[config.mk]
export PLATFORM = sky130hd
export DESIGN_NAME = vector_cfg_loader_flat
export DESIGN_NICKNAME = d
export VERILOG_FILES = /design/src/rtl/vector_cfg_loader_if.sv /design/src/rtl/vector_cfg_loader.sv /design/src/flat_wrapper.sv
export SDC_FILE = /design/constraint.sdc
export NUM_CORES = 1
export LEC_CHECK = 0
export ABC_AREA = 1
export ABC_CLOCK_PERIOD_IN_PS = 1600
export BUFFER_PORTS_ARGS = -buffer_cell sky130_fd_sc_hd__buf_4
export CAP_MARGIN = 20
export CORE_MARGIN = 2
export CORE_UTILIZATION = 43
export DETAILED_ROUTE_END_ITERATION = 8
export HOLD_SLACK_MARGIN = 0.15
export PLACE_DENSITY_LB_ADDON = 0.05
export SETUP_SLACK_MARGIN = 0.4
export SYNTH_ARGS = -nofsm -noshare
export SYNTH_HDL_FRONTEND = slang
export SYNTH_SLANG_ARGS = --single-unit
[constraint.sdc]
create_clock -name clk -period 1.6 [get_ports clk]
set_input_delay 0.08 -clock clk [delete_from_list [all_inputs] [get_ports clk]]
set_output_delay 0.08 -clock clk [all_outputs]
set_load 0.01 [all_outputs]
[src/rtl/vector_cfg_loader_if.sv]
// Vector RAM port bundle: a PARALLELISM-lane request side (master) and a ready return (slave).
// Latency: none, wires only.
// Backpressure: the slave holds ready low to stall; the master keeps valid and payload stable meanwhile.
interface vector_ram_if #(
    parameter int ADDR_WIDTH  = 10,
    parameter int DATA_WIDTH  = 32,
    parameter int PARALLELISM = 4
);
    logic                                   write;
    logic                                   valid;
    logic                                   rready;
    logic                                   ready;
    logic [PARALLELISM-1:0][ADDR_WIDTH-1:0] addr;
    logic [PARALLELISM-1:0][DATA_WIDTH-1:0] wdata;

    modport master (
        output write, valid, rready, addr, wdata,
        input  ready
    );

    modport slave (
        input  write, valid, rready, addr, wdata,
        output ready
    );
endinterface

[src/rtl/vector_cfg_loader.sv]
// Streams PARALLELISM-wide beats into sequential vector RAM writes (addr 0..LENGTH-1), then pulses done/swap_req.
// Latency: 1 cycle from beat to cfg write; BEATS+3 cycles from start to done when nothing stalls.
// Backpressure: single output register, so in_ready drops only while cfg holds a beat that is not being taken.
// Optional in_last framing checks are enabled by defining VECTOR_CFG_LOADER_LAST_CHECK_EN.
module vector_cfg_loader #(
    parameter int LENGTH      = 1024,
    parameter int DATA_WIDTH  = 32,
    parameter int PARALLELISM = 4,
    parameter int ADDR_WIDTH  = $clog2(LENGTH)
) (
    input  logic                                   clk,
    input  logic                                   rst_n,
    input  logic                                   start,
    output logic                                   busy,
    output logic                                   done,
    output logic                                   swap_req,
    output logic                                   err,
    input  logic                                   in_valid,
    output logic                                   in_ready,
    input  logic [PARALLELISM-1:0][DATA_WIDTH-1:0] in_data,
    input  logic                                   in_last,
    output logic                                   cfg_en,
    vector_ram_if.master                           cfg
);

    localparam int BEATS = LENGTH / PARALLELISM;
    localparam int CNT_W = $clog2(BEATS) + 1;

    typedef enum logic [1:0] {
        IDLE  = 2'd0,
        LOAD  = 2'd1,
        DRAIN = 2'd2,
        DONE  = 2'd3
    } state_t;

    state_t                state;
    state_t                state_nxt;
    logic [CNT_W-1:0]      beat_cnt;
    logic [ADDR_WIDTH-1:0] base;
    logic                  beat_acc;
    logic                  beat_ret;
    logic                  cnt_final;
    logic                  last_beat;
    logic                  start_acc;

    assign start_acc = (state == IDLE) && start;
    assign beat_acc  = in_valid && in_ready;
    assign beat_ret  = cfg.valid && cfg.ready;
    assign cnt_final = (beat_cnt == CNT_W'(BEATS - 1));

`ifdef VECTOR_CFG_LOADER_LAST_CHECK_EN
    logic err_q;
    logic frame_err;

    // An early in_last closes the vector immediately; a missing one on the final beat is only flagged.
    assign last_beat = cnt_final || in_last;
    assign frame_err = (in_last != cnt_final);
    assign err       = err_q;

    // Sticky framing error, cleared when a new load is accepted.
    always_ff @(posedge clk or negedge rst_n) begin
        if (!rst_n) begin
            err_q <= 1'b0;
        end else if (start_acc) begin
            err_q <= 1'b0;
        end else if (beat_acc && frame_err) begin
            err_q <= 1'b1;
        end
    end
`else
    logic last_unused;

    // Without framing checks the beat count alone ends the vector.
    assign last_unused = in_last;
    assign last_beat   = cnt_final;
    assign err         = 1'b0;
`endif

    assign cfg.rready = 1'b0;

    // State register.
    always_ff @(posedge clk or negedge rst_n) begin
        if (!rst_n) begin
            state <= IDLE;
        end else begin
            state <= state_nxt;
        end
    end

    // Next-state logic and the combinational handshake/status outputs.
    always_comb begin
        state_nxt = state;
        busy      = (state != IDLE);
        cfg_en    = (state != IDLE);
        in_ready  = (state == LOAD) && (!cfg.valid || cfg.ready);
        unique case (state)
            IDLE: begin
                if (start) begin
                    state_nxt = LOAD;
                end
            end
            LOAD: begin
                if (beat_acc && last_beat) begin
                    state_nxt = DRAIN;
                end
            end
            DRAIN: begin
                if (!cfg.valid || beat_ret) begin
                    state_nxt = DONE;
                end
            end
            DONE: begin
                state_nxt = IDLE;
            end
            default: begin
                state_nxt = IDLE;
            end
        endcase
    end

    // Beat counter and element base address for the next accepted beat.
    always_ff @(posedge clk or negedge rst_n) begin
        if (!rst_n) begin
            beat_cnt <= '0;
            base     <= '0;
        end else if (start_acc) begin
            beat_cnt <= '0;
            base     <= '0;
        end else if (beat_acc) begin
            beat_cnt <= beat_cnt + CNT_W'(1);
            base     <= base + ADDR_WIDTH'(PARALLELISM);
        end
    end

    // Output register: load on accept, hold while stalled, empty on retire.
    always_ff @(posedge clk or negedge rst_n) begin
        if (!rst_n) begin
            cfg.valid <= 1'b0;
            cfg.write <= 1'b0;
            cfg.addr  <= '0;
            cfg.wdata <= '0;
        end else if (beat_acc) begin
            cfg.valid <= 1'b1;
            cfg.write <= 1'b1;
            cfg.wdata <= in_data;
            for (int i = 0; i < PARALLELISM; i++) begin
                cfg.addr[i] <= base + ADDR_WIDTH'(i);
            end
        end else if (beat_ret) begin
            cfg.valid <= 1'b0;
            cfg.write <= 1'b0;
        end
    end

    // Completion pulses, registered so they land as busy falls.
    always_ff @(posedge clk or negedge rst_n) begin
        if (!rst_n) begin
            done     <= 1'b0;
            swap_req <= 1'b0;
        end else begin
            done     <= (state == DONE);
            swap_req <= (state == DONE) && !err;
        end
    end

endmodule

[src/flat_wrapper.sv]
// flat-port wrapper written by rule: the top's interface ports become plain ports
module vector_cfg_loader_flat 
#(
    parameter int LENGTH      = 1024,
    parameter int DATA_WIDTH  = 32,
    parameter int PARALLELISM = 4,
    parameter int ADDR_WIDTH  = $clog2(LENGTH)
)
  (clk, rst_n, start, busy, done, swap_req, err, in_valid, in_ready, in_data, in_last, cfg_en, cfg_write, cfg_valid, cfg_rready, cfg_addr, cfg_wdata, cfg_ready);
  vector_ram_if #(.ADDR_WIDTH(ADDR_WIDTH), .DATA_WIDTH(DATA_WIDTH), .PARALLELISM(PARALLELISM)) cfg_i ();
  input  logic clk;
  input  logic rst_n;
  input  logic start;
  output logic busy;
  output logic done;
  output logic swap_req;
  output logic err;
  input  logic in_valid;
  output logic in_ready;
  input  logic [PARALLELISM-1:0][DATA_WIDTH-1:0] in_data;
  input  logic in_last;
  output logic cfg_en;
  output wire logic [$bits(cfg_i.write)-1:0] cfg_write;
  output wire logic [$bits(cfg_i.valid)-1:0] cfg_valid;
  output wire logic [$bits(cfg_i.rready)-1:0] cfg_rready;
  output wire logic [$bits(cfg_i.addr)-1:0] cfg_addr;
  output wire logic [$bits(cfg_i.wdata)-1:0] cfg_wdata;
  input wire logic [$bits(cfg_i.ready)-1:0] cfg_ready;
  assign cfg_write = cfg_i.write;
  assign cfg_valid = cfg_i.valid;
  assign cfg_rready = cfg_i.rready;
  assign cfg_addr = cfg_i.addr;
  assign cfg_wdata = cfg_i.wdata;
  assign cfg_i.ready = cfg_ready;
  vector_cfg_loader #(.LENGTH(LENGTH), .DATA_WIDTH(DATA_WIDTH), .PARALLELISM(PARALLELISM), .ADDR_WIDTH(ADDR_WIDTH)) u_core (.clk(clk), .rst_n(rst_n), .start(start), .busy(busy), .done(done), .swap_req(swap_req), .err(err), .in_valid(in_valid), .in_ready(in_ready), .in_data(in_data), .in_last(in_last), .cfg_en(cfg_en), .cfg(cfg_i));
endmodule
==> results of run 1 <==
## worst max-delay path by stage
stage | start | to | slack, ps | cells after the start
after global placement | u_core.beat_cnt[1] | u_core.state[0] | 20 | 11
final | u_core.state[1] | u_core.cfg.wdata[80] | -130 | 9
after CTS | u_core.beat_cnt[0] | u_core.state[1] | 10 | 11
after detailed placement | u_core.beat_cnt[1] | u_core.state[0] | -2 | 11
after global routing | u_core.beat_cnt[1] | u_core.state[1] | -230 | 11
after floorplan | u_core.beat_cnt[0] | u_core.state[0] | 120 | 11
## metal layers
| metal | vias to the layer above | wire (µm) | GRT usage (%) |
|---|---|---|---|
| met5 | - | 58 | 0 |
| met4 | 2 | 2630 | 18.8 |
| met3 | 195 | 3160 | 7.04 |
| met2 | 547 | 18400 | 55.5 |
| met1 | 4075 | 12800 | 37.2 |
| li1 | 3437 | - | - |
## critical path, cell delays in order (launching register included)
cell and delay (ps):
dfrtp_1 400, inv_2 100, ha_4 160, nand3_4 140
buf_12 170, buf_8 120, buf_12 130, buf_16 160
nand2_4 140, nand2_2 80
## per-stage QoR
step / hold slack [ps] / utilization, % / cells
2_1_floorplan: -216 / - / 799
3_5_place_dp: 48.1 / 59.3 / 1278
6_report: 135 / 92.9 / 1537
4_1_cts: 170 / 84.3 / 1517
5_1_grt: 179 / 92.9 / 1536
3_3_place_gp: 50.0 / 59.3 / 1278
## report_power, final
part | switching, mW | internal (mW)
Combinational | 6.71 | 6.86
Sequential | 1.65 | 5.92
Clock | 1.88 | 2.97
## cells in the mapped netlist
library cell  number
nand2_1          479
dfrtp_1          169
nand3_2            1
nand4_1            4
buf_2             17
buf_4             39
o22ai_1            1
nor3_1             2
clkbuf_1           2
nor3b_1            1
nor2_1            18
conb_1             1
xor2_1             1
buf_6              1
nand2_2            1
o21ai_0           11
ha_1               8
a21oi_1            4
or2_2              2
inv_2              1
nand3_1           12
inv_1             19
## layout make-up
cell class / instances / area [µm²]
Antenna cell: 2 / 5.00
Clock buffer: 20 / 447
Clock inverter: 12 / 219
Fill cell: 518 / 1120
Inverter: 20 / 104
Multi-Input combinational cell: 551 / 3650
Sequential cell: 169 / 4230
Tap cell: 216 / 270
Timing Repair Buffer: 544 / 5680
Timing Repair inverter: 3 / 52.6
## cells by family (layout without fill, tap and decap cells)
kind of cell,Yosys count,count (layout)
simple gates,520,520
flops,169,169
buf+inv,79,599
compound gates,16,16
fa+ha+maj,8,8
other cells,1,8
xor+xnor,1,1
## timing repair
action,CTS,global route
pin swaps,59,59
gates resized for setup,214,311
setup endpoints to repair,171,171
endpoints found under the hold margin,307,0
hold buffers,132,0
setup buffers,41,12
cloned,34,6
## flip-flops by register name, indices dropped and copies added, names as in the netlist
name              count
u_core.base           8
u_core.beat_cnt       9
u_core.cfg.addr      20
u_core.cfg.wdata    128
u_core.cfg.write      1
u_core.done           1
u_core.state          2
==> summary.md, run 1 <==
| Metric | Value |
|---|---|
| Post-synthesis instance area | `6890 µm²` |
| Seq cells post-synth | `169` |
| Final net count | `1,448` |
| Largest net degree at the start of global routing | `47` |
| Drt initial violations | `664` |
| Adder-Cell Fraction of Synth Area | `1.45%` |
| Commonest non-fill, non-tap cells in the layout | `316 x buf_4, 198 x nand2_1, 169 x dfrtp_1` |
| Die height | `131 µm` |
| Die width | `131 µm` |
| Final Hold Violating Endpoints | `0` |
| Num CTS Buffers | `17` |
| Post-synthesis mux area share | `0%` |
| Crit-path max FO | `7` |
| Max-cap violations | `0` |
| Final period util | `108%` |
| Bufs on Longest Clock Path | `2` |
| Setup violators final | `58` |
| Peak VDD IR | `1100 µV` |
| TNS Setup | `-1540 ps` |
| CP Data Arrival Time | `2060 ps` |
| RR Startpoint | `u_core.state[1]` |
| WL per Instance | `24.1 µm` |
| DRT Pass-1 Iters | `7` |
| Htree depth | `4` |
| First-pass GRT wire length | `41.4 mm` |
| Pins Over Slew Limit | `0` |
| RSZ-0062 raised after global routing | `true` |
| Port Buf Inserts | `303` |
| Commonest non-fill, non-tap cell in the layout | `buf_4` |
| Initial antenna violation count | `1` |
| Failing checks | `setup timing` |
| Syn Inst Count | `794` |
| GRT Total Usage | `32.3%` |
| Clock Sinks | `169` |
| Minimum clock period | `1730 ps` |
| Compound-Gate Fraction of Synth Area | `1.18%` |
| Routed WL | `37.1 mm` |
| Root Driver | `clkbuf_16` |
| Post-route DRC | `0` |
| Antenna Nets Post-Route | `0` |
| Largest family of logic cells by synthesized area | `simple AND/OR/NAND/NOR gates` |
| Worst min-delay path category | `input port to asynchronous set/reset pin` |
| Reg2reg end | `u_core.cfg.wdata[80]` |
| Area Overhead vs Synth | `113%` |
| Gr ovfl total | `0` |
| Worst reg2reg path depth | `9` |
| Setup WS pre-CTS | `-2.02 ps` |
| Area contributors post-synth | `dfrtp_1 61%, nand2_1 26%, buf_4 4.2%` |
| Dpl hpwl | `12.6 mm` |
| Worst-Skew Late Latency | `450 ps` |
| Yosys top cell area share | `61.4%` |
| Die Footprint | `17,100 µm²` |
| Placed Area | `9360 µm²` |
| Clock-pin slew on the worst setup and hold paths | `70 ps` |
| Design Power | `26.0 mW` |
| Share of cells above drive strength 1 | `57.4%` |
| Outcome | `complete, but fails checks` |
| Number of global-route vias before repair | `7,989` |
| Post-synth cell types | `22` |
| CP required | `1930 ps` |
| CTS tree | `built` |
| Worst setup slack after layout | `-128 ps` |
| DR vias/cell | `5.37` |
| Boundary pin count | `311` |
| Leakage power | `7.72 nW` |
| Crit end category | `flip-flop` |
| WS Path Type | `flip-flop to flip-flop` |
| R2r setup slk | `-130 ps` |
| Simple-Gate Fraction of Synth Area | `29.0%` |
| Syn_area_per_cell | `8.68 µm²` |
| Top cell type by total area after synthesis | `dfrtp_1` |
| Power per Cell Area | `1770 nW/µm²` |
| Initial Util | `43.7%` |
| Worst Skew | `9.89 ps` |
| Seq/Total Area, Yosys | `61.4%` |
| Post-Synth XOR/XNOR Area | `0.127%` |
| Warnings, synthesis | `0` |
| Startpoint types | `flip-flop` |
| Num rows | `46` |
| FMAX | `579 MHz` |
| Cell area after layout | `14,700 µm²` |
| GPL Wtd Cong | `0.773` |
| Vias | `8,256` |
| Core area | `15,800 µm²` |
(Power assumes the default switching activity.)
==> inputs of run 2 (changes only) <==
- CORE_ASPECT_RATIO: default -> 1.25
==> summary.md, run 2 (synthesized netlist as in run 1, its figures left out) <==
| Metric | Value |
|---|---|
| RR Startpoint | `u_core.state[0]` |
| Post-route DRC | `0 (unchanged)` |
| Initial Util | `44.1% (+0.38 points)` |
| Bufs on Longest Clock Path | `2 (unchanged)` |
| Power per Cell Area | `1630 nW/µm² (-8.1%)` |
| Pins Over Slew Limit | `0 (unchanged)` |
| Commonest non-fill, non-tap cell in the layout | `nand2_1` |
| Largest Register | `u_core.cfg.wdata` |
| Max FFs per register | `128 (unchanged)` |
| Worst setup slack after layout | `4.85 ps (+132 ps)` |
| Port Buf Inserts | `303 (unchanged)` |
| Routed WL | `22.0 mm (-41%)` |
| Outcome | `completed` |
| GPL Wtd Cong | `0.815 (+5.5%)` |
| WL per Instance | `15.1 µm (-37%)` |
| Die width | `117 µm (-10%)` |
| Die Footprint | `17,100 µm² (about the same)` |
| Largest net degree at the start of global routing | `79 (+68%)` |
| CP required | `1900 ps (-30 ps)` |
| FMAX | `627 MHz (+8.3%)` |
| Max-cap violations | `0 (unchanged)` |
| Share of cells above drive strength 1 | `31.2% (-26 points)` |
| Antenna Nets Post-Route | `0 (unchanged)` |
| Peak VDD IR | `982 µV (-10%)` |
| Min Hold Slack | `1.34 ps (-134 ps)` |
| Crit end category | `flip-flop` |
| Clock Sinks | `169 (unchanged)` |
| Final period util | `99.7% (-8.3 points)` |
| Dpl cells | `1,272 (-0.47%)` |
| Cts hold-fix bufs | `131 (-0.76%)` |
| Dpl hpwl | `13.0 mm (+3.7%)` |
| WS Path Type | `flip-flop to flip-flop` |
| Root Driver | `clkbuf_16` |
| Minimum clock period | `1600 ps (-132 ps)` |
| Num rows | `51 (+11%)` |
| Boundary pin count | `311 (unchanged)` |
| Biggest regs | `u_core.cfg.wdata: 128 flops, u_core.cfg.addr: 20 flops, u_core.beat_cnt: 9 flops` |
| Htree depth | `4 (unchanged)` |
| Crit-path max FO | `34 (+27)` |
| Die height | `146 µm (+11%)` |
| Worst min-delay path category | `input port to flip-flop` |
| Setup WS pre-CTS | `-5.24 ps (-3.23 ps)` |
| Area Overhead vs Synth | `67.4%` |
| Initial antenna violation count | `0 (-1)` |
| DR vias/cell | `4.63 (-14%)` |
| Commonest non-fill, non-tap cells in the layout | `475 x nand2_1, 319 x buf_4, 169 x dfrtp_1` |
| Final Hold Violating Endpoints | `0 (unchanged)` |
| Cell area after layout | `11,500 µm² (-21%)` |
| Setup violators final | `0 (-100%)` |
| DRT Pass-1 Iters | `5 (-2)` |
| N_diodes | `0 (-2)` |
| CTS tree | `built` |
| Num CTS Buffers | `17 (unchanged)` |
| Vias | `6,726 (-19%)` |
| HP Start | `cfg_ready` |
| Worst Skew | `5.56 ps (-4.33 ps)` |
| Non-filler cells in the finished layout | `1,452 (-5.5%)` |
| Worst Setup SP | `u_core.state[0]` |
| Placed Area | `9320 µm² (-0.35%)` |
| GRT Total Usage | `24.9% (-7.4 points)` |
| Final net count | `1,371 (-5.3%)` |
| Core area | `15,600 µm² (-0.86%)` |
| First-pass GRT wire length | `33.1 mm (-20%)` |
| Leakage power | `6.35 nW (-18%)` |
| Number of global-route vias before repair | `6,583 (-18%)` |
| CP Data Arrival Time | `1890 ps (-170 ps)` |
| Gr ovfl total | `0 (unchanged)` |
| Fin util | `73.8% (-19 points)` |
| Worst-Skew Late Latency | `420 ps (-30 ps)` |
| Startpoint types | `flip-flop` |
| RSZ-0062 raised after global routing | `true` |
| Drt initial violations | `342 (-48%)` |
| Fill count | `1,073 (+110%)` |
| Clock-pin slew on the worst setup and hold paths | `60 ps (about the same)` |
## run 2: changes by cell type in the layout (fill, tap and decap cells not counted), sizes merged
cell	before	now
bufbuf	0	3
bufinv	6	1
clkinv	3	5
inv	24	20
clkinvlp	2	3
dlygate4sd3	132	131
diode	2	0
buf	408	332
clkbuf	24	25
## run 2: routing by layer
layer	GRT usage (%)	vias to the layer above	wire length [µm]
met2	43.9	273	11400
met3	6.83	51	1690
li1	-	3248	-
met5	0	-	0
met4	9.18	0	703
met1	28.3	3154	8230
## run 2: worst paths after layout
check / slack, ps / cells past startpoint / end
max in group asynchronous: 840 / 3 / u_core.cfg.wdata[35]
max: 5 / 5 / u_core.cfg.addr[31]
max reg2reg: 5 / 5 / u_core.cfg.addr[31]
min: 1 / 4 / u_core.cfg.write
min in group asynchronous: 130 / 2 / u_core.cfg.wdata[75]
min reg2reg: 480 / 2 / u_core.cfg.wdata[31]
## run 2: timing repair
item,in CTS,in global routing
pin swaps,0,1
gates resized for setup,7,9
cloned,5,3
setup buffers,5,6
hold endpoints to repair,306,1
setup endpoints to repair,171,171
## run 2: power breakdown
group          leakage (nW)  internal, mW  switching [mW]
combinational          3.92          4.03            4.06
clock                 0.264          2.24            1.59
sequential             2.16          5.92           0.961
## run 2: critical path, stage by stage (launching register included)
cell      delay [ps]
dfrtp_1          440
ha_4             210
nand3_4          200
clkinv_8         140
buf_12           190
or2_2            290
## run 2: layout make-up
| class | instances | area (µm²) | share of cell area [%] |
|---|---|---|---|
| flip-flops and latches | 169 | 4230 | 36.7 |
| clock inverters | 8 | 72.6 | 0.629 |
| multi-input cells | 551 | 2260 | 19.6 |
| well taps | 212 | 265 | 2.30 |
| repair inverters | 1 | 6.26 | 0.0542 |
| clock buffers | 22 | 474 | 4.11 |
| inverters | 20 | 87.6 | 0.759 |
| repair buffers | 469 | 4140 | 35.9 |
## run 2: metrics by stage
step	power (mW)	TNS, ps
floorplan	10.4	0
global placement	13.9	0
finish	18.8	0
global route	20.1	-515
detailed placement	14.1	-5.24
CTS	18.6	0
